==> src/rtl/error_formula_scanner_if.sv <==
// Handshake bundle between the scanner and an external Skolem-function candidate.
interface error_formula_scanner_if #(
    parameter int N_X = 1,
    parameter int N_Y = 2
);
    logic           start;
    logic           stop_first;
    logic [N_X-1:0] x_out;
    logic           x_valid;
    logic [N_Y-1:0] y_in;
    logic           y_valid;
    logic           busy;
    logic           done;
    logic           err_found;
    logic [N_X:0]   err_count;
    logic [N_X-1:0] cex_x;
    logic [N_Y-1:0] cex_y;

    modport master (
        output start, stop_first, y_in, y_valid,
        input  x_out, x_valid, busy, done, err_found, err_count, cex_x, cex_y
    );

    modport slave (
        input  start, stop_first, y_in, y_valid,
        output x_out, x_valid, busy, done, err_found, err_count, cex_x, cex_y
    );
endinterface

==> src/rtl/error_formula_scanner.sv <==
// Purpose: checks a Skolem candidate for F(x,y)=^{x,y} over every x, counting errors and keeping the first counterexample.
// Latency: per x, one cycle per y tried in SAT_SCAN plus the REQ wait; at least 2 cycles per x.
// Backpressure: x_valid holds x_out stable until y_valid arrives, with no timeout; start is ignored while busy.
module error_formula_scanner #(
    parameter int N_X = 1,
    parameter int N_Y = 2
) (
    input  logic                  clk,
    input  logic                  rst,
    error_formula_scanner_if.slave bus
);
    typedef enum logic [1:0] {IDLE, SAT_SCAN, REQ, DONE} state_t;

    state_t         state;
    logic [N_X-1:0] x;
    logic [N_Y-1:0] ycnt;
    logic           stop_lat;
    logic           busy_q;
    logic           done_q;
    logic           xv_q;
    logic           found_q;
    logic [N_X:0]   cnt_q;
    logic [N_X-1:0] cex_x_q;
    logic [N_Y-1:0] cex_y_q;

    logic f_scan;
    logic f_cand;
    logic x_last;

    assign f_scan = ^{x, ycnt};
    assign f_cand = ^{x, bus.y_in};
    assign x_last = (x == {N_X{1'b1}});

    always_ff @(posedge clk) begin
        if (rst) begin
            state    <= IDLE;
            x        <= '0;
            ycnt     <= '0;
            stop_lat <= 1'b0;
            busy_q   <= 1'b0;
            done_q   <= 1'b0;
            xv_q     <= 1'b0;
            found_q  <= 1'b0;
            cnt_q    <= '0;
            cex_x_q  <= '0;
            cex_y_q  <= '0;
        end else begin
            case (state)
                IDLE, DONE: begin
                    if (bus.start) begin
                        state    <= SAT_SCAN;
                        x        <= '0;
                        ycnt     <= '0;
                        cnt_q    <= '0;
                        found_q  <= 1'b0;
                        cex_x_q  <= '0;
                        cex_y_q  <= '0;
                        stop_lat <= bus.stop_first;
                        done_q   <= 1'b0;
                        busy_q   <= 1'b1;
                    end
                end
                SAT_SCAN: begin
                    if (f_scan) begin
                        state <= REQ;
                        xv_q  <= 1'b1;
                    end else if (ycnt == {N_Y{1'b1}}) begin
                        // Unsatisfiable x: move on without consulting the candidate.
                        if (x_last) begin
                            state  <= DONE;
                            busy_q <= 1'b0;
                            done_q <= 1'b1;
                        end else begin
                            x    <= x + 1'b1;
                            ycnt <= '0;
                        end
                    end else begin
                        ycnt <= ycnt + 1'b1;
                    end
                end
                REQ: begin
                    if (bus.y_valid) begin
                        xv_q <= 1'b0;
                        if (!f_cand) begin
                            cnt_q   <= cnt_q + 1'b1;
                            found_q <= 1'b1;
                            if (cnt_q == '0) begin
                                cex_x_q <= x;
                                cex_y_q <= bus.y_in;
                            end
                        end
                        if (x_last || (stop_lat && !f_cand)) begin
                            state  <= DONE;
                            busy_q <= 1'b0;
                            done_q <= 1'b1;
                        end else begin
                            state <= SAT_SCAN;
                            x     <= x + 1'b1;
                            ycnt  <= '0;
                        end
                    end
                end
                default: state <= IDLE;
            endcase
        end
    end

    assign bus.x_out     = x;
    assign bus.x_valid   = xv_q;
    assign bus.busy      = busy_q;
    assign bus.done      = done_q;
    assign bus.err_found = found_q;
    assign bus.err_count = cnt_q;
    assign bus.cex_x     = cex_x_q;
    assign bus.cex_y     = cex_y_q;
endmodule

==> src/flat_wrapper.sv <==
// flat-port wrapper written by rule: the top's interface ports become plain ports
module error_formula_scanner_flat 
#(
    parameter int N_X = 1,
    parameter int N_Y = 2
)
  (clk, rst, bus_start, bus_stop_first, bus_y_in, bus_y_valid, bus_x_out, bus_x_valid, bus_busy, bus_done, bus_err_found, bus_err_count, bus_cex_x, bus_cex_y);
  error_formula_scanner_if #(.N_X(N_X), .N_Y(N_Y)) bus_i ();
  input  logic clk;
  input  logic rst;
  input wire logic [$bits(bus_i.start)-1:0] bus_start;
  input wire logic [$bits(bus_i.stop_first)-1:0] bus_stop_first;
  input wire logic [$bits(bus_i.y_in)-1:0] bus_y_in;
  input wire logic [$bits(bus_i.y_valid)-1:0] bus_y_valid;
  output wire logic [$bits(bus_i.x_out)-1:0] bus_x_out;
  output wire logic [$bits(bus_i.x_valid)-1:0] bus_x_valid;
  output wire logic [$bits(bus_i.busy)-1:0] bus_busy;
  output wire logic [$bits(bus_i.done)-1:0] bus_done;
  output wire logic [$bits(bus_i.err_found)-1:0] bus_err_found;
  output wire logic [$bits(bus_i.err_count)-1:0] bus_err_count;
  output wire logic [$bits(bus_i.cex_x)-1:0] bus_cex_x;
  output wire logic [$bits(bus_i.cex_y)-1:0] bus_cex_y;
  assign bus_i.start = bus_start;
  assign bus_i.stop_first = bus_stop_first;
  assign bus_i.y_in = bus_y_in;
  assign bus_i.y_valid = bus_y_valid;
  assign bus_x_out = bus_i.x_out;
  assign bus_x_valid = bus_i.x_valid;
  assign bus_busy = bus_i.busy;
  assign bus_done = bus_i.done;
  assign bus_err_found = bus_i.err_found;
  assign bus_err_count = bus_i.err_count;
  assign bus_cex_x = bus_i.cex_x;
  assign bus_cex_y = bus_i.cex_y;
  error_formula_scanner #(.N_X(N_X), .N_Y(N_Y)) u_core (.clk(clk), .rst(rst), .bus(bus_i));
endmodule
==> config.mk <==
export PLATFORM = sky130hd
export DESIGN_NAME = error_formula_scanner_flat
export DESIGN_NICKNAME = d
export VERILOG_FILES = /design/src/rtl/error_formula_scanner_if.sv /design/src/rtl/error_formula_scanner.sv /design/src/flat_wrapper.sv
export SDC_FILE = /design/constraint.sdc
export NUM_CORES = 1
export LEC_CHECK = 0
export ABC_AREA = 1
export ABC_CLOCK_PERIOD_IN_PS = 1750
export CORE_MARGIN = 2
export CORE_UTILIZATION = 50
export CTS_BUF_LIST = sky130_fd_sc_hd__clkbuf_4 sky130_fd_sc_hd__clkbuf_8 sky130_fd_sc_hd__clkbuf_16
export CTS_CLUSTER_SIZE = 10
export DETAILED_ROUTE_END_ITERATION = 8
export PLACE_DENSITY = 0.77
export SETUP_SLACK_MARGIN = 0.1
export SYNTH_ARGS = -nofsm -noshare
export SYNTH_HDL_FRONTEND = slang
export SYNTH_SLANG_ARGS = --single-unit
export TNS_END_PERCENT = 30
==> constraint.sdc <==
create_clock -name clk -period 1.75 [get_ports clk]
set_input_delay 0.2625 -clock clk [delete_from_list [all_inputs] [get_ports clk]]
set_output_delay 0.2625 -clock clk [all_outputs]
set_load 0.1 [all_outputs]
Yosys cells after proc, flatten, opt, wreduce, memory -nomap -nowiden
Cells that the tools add are included.
{ "classes": {"add_sub_neg": 3, "n_eq_ne": 17, "mux": 51, "reduce_logical": 18} }
{ "op_table": {"columns": ["cell", "count"], "rows": [
  ["$mux W2", 17],
  ["$mux W1", 24],
  ["$reduce_and A5 Y1", 3],
  ["$pmux W2 S3", 2],
  ["$ne A2 B1 Y1 const B", 5],
  ["$ne A2 B2 Y1 const B", 5],
  ["$pmux W1 S3", 3],
  ["$pmux W2 S2", 2],
  ["$reduce_and A4 Y1", 2],
  ["$eq A2 B2 Y1 const B", 3],
  ["$ne A3 B1 Y1 const B", 2],
  ["$pmux W1 S2", 3],
  ["$reduce_and A6 Y1", 1],
  ["$reduce_xor A3 Y1", 2],
  ["$add A2 B1 Y2 const B", 2],
  ["$logic_not A2 Y1", 2],
  ["$reduce_bool A2 Y1", 2],
  ["$ne A3 B3 Y1 const B", 1],
  ["$reduce_and A3 Y1", 1],
  ["$eq A2 B1 Y1 const B", 1],
  ["$reduce_and A2 Y1", 1],
  ["$reduce_or A2 Y1", 1],
  ["$add A1 B1 Y1 const B", 1],
  ["$logic_and A1 B1 Y1", 1],
  ["2 further kinds", 2]
]} }
{ "totals": {"register_bits": 15, "output_inout_bits": 10} }

Longest topological paths before layout
{ "logic_depth": {"depth_word": 7, "depth_mapped": 12, "ltp_nobuf": 11} }

Worst setup path after synthesis
Ideal clock, no wire load.
{ "synth_timing": {"path_kind": "register to register", "from": "reg u_core.cnt_q[0], in the netlist u_core.bus.err_count[0]", "to": "reg u_core.cex_x_q, in the netlist u_core.bus.cex_x", "setup_time_ns": 0.071, "t_arrival_ns": 1.744, "required_ns": 1.679, "setup_slack_ns": -0.065, "stages_incl_launch_ff": 8, "n_path_buf": 0, "period_less_slack_ns": 1.815, "cell_sequence": "dfxtp_1 inv_1 ha_1 inv_1 nand2_1 nand3_1 nand2_1 a21oi_1"} }
{ "synth_between": {"elab_chain_cells": 3} }
{ "synth_rtl": {"columns": ["item", "line_no", "source"], "rows": [
  ["start: declaration", "error_formula_scanner.sv:22", "logic [N_X:0] cnt_q;"],
  ["start signal: assignment", "error_formula_scanner.sv:85", "cnt_q <= cnt_q + 1'b1;"],
  ["$logic_not A2 Y1", "error_formula_scanner.sv:87", "if (cnt_q == '0) begin"],
  ["$ne A2 B1 Y1 (no line)", null, null],
  ["$reduce_and A5 Y1 (no line)", null, null],
  ["end signal: assignment", "error_formula_scanner.sv:45", "cex_x_q <= '0;"],
  ["end signal: assignment", "error_formula_scanner.sv:56", "cex_x_q <= '0;"],
  ["end signal: assignment", "error_formula_scanner.sv:88", "cex_x_q <= x;"],
  ["end: declaration", "error_formula_scanner.sv:23", "logic [N_X-1:0] cex_x_q;"]
]} }
Every way passes these cells.
A chain may end at the register's enable or synchronous reset.

Final worst setup path
{ "layout_timing": {"from": "reg u_core.state[0]", "to": "reg u_core.ycnt[1]"} }
{ "layout_between": {"elab_chain_cells": 4, "word_cells_on_any_way": 12, "classes_between": "eq/ne: 8; mux: 1; reduce/logical: 3"} }
{ "layout_rtl": {"columns": ["item", "line_no", "source"], "rows": [
  ["start: declaration", "error_formula_scanner.sv:14", "state_t state;"],
  ["start signal: assignment", "error_formula_scanner.sv:36", "state <= IDLE;"],
  ["start signal: assignment", "error_formula_scanner.sv:51", "state <= SAT_SCAN;"],
  ["start signal: assignment", "error_formula_scanner.sv:65", "state <= REQ;"],
  ["$eq A2 B2 Y1 or $logic_not A2 Y1 (tied branches)", "error_formula_scanner.sv:48", "case (state)"],
  ["$reduce_or A2 Y1", "error_formula_scanner.sv:48", null],
  ["$ne A2 B2 Y1 (no line)", null, null],
  ["$reduce_and A5 Y1 (no line)", null, null],
  ["end signal: assignment", "error_formula_scanner.sv:78", "ycnt <= ycnt + 1'b1;"],
  ["end: declaration", "error_formula_scanner.sv:16", "logic [N_Y-1:0] ycnt;"]
]} }
Parallel ways exist; a longest one is shown, timed or not.

==> results.json <==
{
  "cpLargestDelayFamily": "simple AND/OR/NAND/NOR gates",
  "crit_chain": "inv_1, ha_2, nand2_1, nand2_2, inv_4, nand2_1, inv_2, nand3_1, nand2_1, a21oi_1",
  "grt_pass1_vias": 803,
  "area_growth_pct": 30.65,
  "worst_path_most_repeated_cell": "nand2_1",
  "outcome": "finished, final reports clean",
  "core-area_mm2": 0.001727,
  "synthAdderAreaFrac_pct": 5.450,
  "io_buffers": 16,
  "min_period_ns": 1.499,
  "synthSimpleGateAreaFrac_pct": 37.60,
  "vias_per_cell": 5.000,
  "vias": 895,
  "grt_antenna_before_repair": 0,
  "ff2ff_path_depth": 10,
  "ys_ff_latch": 15,
  "crit_fanout": 11,
  "slew_headroom_pct": 74.98,
  "rsz0062_at_grt": "false",
  "routed_wirelength_um": 1868,
  "insertion_delay_ns": 0.29,
  "dp_hpwl_um": 1470,
  "place_ws_ns": 0.1279,
  "worstSetupPathType": "flip-flop to flip-flop",
  "synth_top_family_by_area": "simple AND/OR/NAND/NOR gates",
  "cp-end-kind": "flip-flop",
  "worstMarginPinSlew_ns": 0.3741,
  "start_kind": "flip-flop",
  "gp_congestion": 0.8607,
  "cts_hold_buf": 0,
  "cts_tree": "built",
  "hold_viol_final": 0,
  "grt.total_usage_pct": 20.44,
  "arrival_ns": 1.66,
  "fillers": 145,
  "start_util_pct": 53.19,
  "cp_num_buf_inv": 3,
  "slew_viol_final": 0,
  "nets": 166,
  "synth_nets": 146,
  "first_pass_iters": 4,
  "yosys-mux-area-fraction_pct": 0,
  "synth.distinct_cells": 21,
  "setup_tns_ns": 0,
  "p_per_area_mw_per_mm2": 1688,
  "min_path_cells": 2,
  "finClkSkew_ns": 0.006277,
  "n_antenna_cell": 0,
  "io_pins": 17,
  "cap_violations": 0,
  "grt_max_degree": 12,
  "clkSinkCount": 15,
  "synth_xor_area_share_pct": 0,
  "synth_cells": 135,
  "synth_compound_area_share_pct": 11.99,
  "slowest_delay_ns": 0.35,
  "drive_gt1_share_pct": 22.73,
  "drt_iter0_markers": 15,
  "yosys_warnings": 0,
  "syn_area_um2": 918.4,
  "power.leakage_nw": 0.5703,
  "syn_area_per_cell_um2": 6.803,
  "cp.depth": 10,
  "max_freq_mhz": 666.9,
  "clk_path_buf_depth": 2,
  "ant_nets": 0,
  "num_rows": 15,
  "h-tree-depth": 1,
  "finish.utilization_pct": 69.49,
  "grt-ovfl-total": 0,
  "hp-class": "flip-flop to flip-flop",
  "wire_per_inst_um": 10.44,
  "die_area_mm2": 0.002195,
  "ys_seq_area_share_pct": 32.70,
  "cts_root_buf": "clkbuf_4",
  "worst_slack_ns": 0.2505,
  "grt_pass1_wl_um": 3091,
  "die_w_um": 46.86,
  "crit_required_ns": 1.91,
  "final_cell_mix": "nand2_1 (40), inv_1 (18), a21oi_1 (14)",
  "ir_drop_uv": 1037,
  "clk_pin_slew_ns": 0.09,
  "crit_path_top_delay_cell": "dfxtp_1",
  "drc_errors": 0,
  "fp.dieH_um": 46.86,
  "setup_viol": 0,
  "final_common_cell": "nand2_1",
  "cts_buffers": 3,
  "fin_crit_sh_pct": 85.68
}
-- Yosys cell counts --
cell      count  share of area (%)
a21oi_1      14                7.6
a21oi_2       1               0.95
buf_6         2                2.5
clkbuf_1      1               0.41
dfxtp_1      15                 33
ha_1          4                5.4
inv_1        18                7.4
inv_2         5                2.0
nand2_1      40                 16
nand2_2       1               0.68
nand2_4       2                2.5
nand3_1       9                4.9
nand3_2       2                2.2
nand3_4       1                1.9
nand4_1       7                4.8
nor2_1        6                2.5
nor2_2        1               0.68
nor2_4        1                1.2
o21a_1        1               0.82
o21ai_0       3                1.6
o21ai_2       1               0.95
-- state kept, by name (all words and copies together), names as in the netlist, 2 cells and up --
name,cells
u_core.state,2
u_core.bus.err_count,2
u_core.bus.cex_y,2
u_core.ycnt,2
-- area by class of cell --
class | instances | area [um2] | area share (%)
well taps | 25 | 31.28 | 2.607
multi-input cells | 94 | 508.0 | 42.34
repair buffers | 18 | 237.7 | 19.81
clock buffers | 4 | 30.03 | 2.503
inverters | 23 | 88.84 | 7.404
flip-flops and latches | 15 | 304.0 | 25.34
-- path summary, 6_finish.rpt --
kind	startpoint	endpoint	slack (ns)
max	u_core.state[0]	u_core.ycnt[1]	0.25
min	u_core.bus.cex_y[1]	u_core.bus.cex_y[1]	0.47
min reg2reg	u_core.bus.cex_y[1]	u_core.bus.cex_y[1]	0.47
max reg2reg	u_core.state[0]	u_core.ycnt[1]	0.25
-- metrics by stage --
stage / power (mW) / instance area, um2 / instances / hold WS [ns]
2_1_floorplan: 1.469 / 922.1 / 135 / 0.3242
3_3_place_gp: 1.787 / 1165 / 175 / 0.4507
3_5_place_dp: 1.801 / 1165 / 175 / 0.4573
4_1_cts: 2.028 / 1195 / 179 / 0.4728
5_1_grt: 2.178 / 1200 / 179 / 0.5106
6_report: 2.026 / 1200 / 179 / 0.4673
-- power by group --
group / switching [mW] / internal, mW
Combinational: 0.846 / 0.455
Clock: 0.115 / 0.104
Sequential: 0.0840 / 0.422
-- routing by layer --
layer | share of wire (%) | track usage, %
met2 | 49 | 31.78
met4 | 2.8 | 15.56
met3 | 3.4 | 4.615
met5 | 0 | 0
met1 | 45 | 24.36
-- worst reg2reg max path, delay by kind of cell (launching register included) --
family / cells / cell delay, ns
simple gates: 5 / 0.41
buf+inv: 3 / 0.27
compound gates: 1 / 0.05
flops: 1 / 0.35
fa+ha+maj: 1 / 0.31
-- logic make-up (layout without fill, tap and decap cells) --
logic type | Yosys count | after routing
AOI/OAI and AO/OA | 20 | 20
adders and majority gates | 4 | 4
buffers and inverters | 26 | 45
DFF | 15 | 15
and+or+nand+nor | 70 | 70
-- repair_timing --
| item | 4_1_cts | 5_1_grt |
|---|---|---|
| endpoints found under the setup margin | 0 | 9 |
| gates resized for setup | 0 | 2 |
| buffers inserted | 0 | 0 |
No activity file was read; power rests on OpenSTA's default activity.
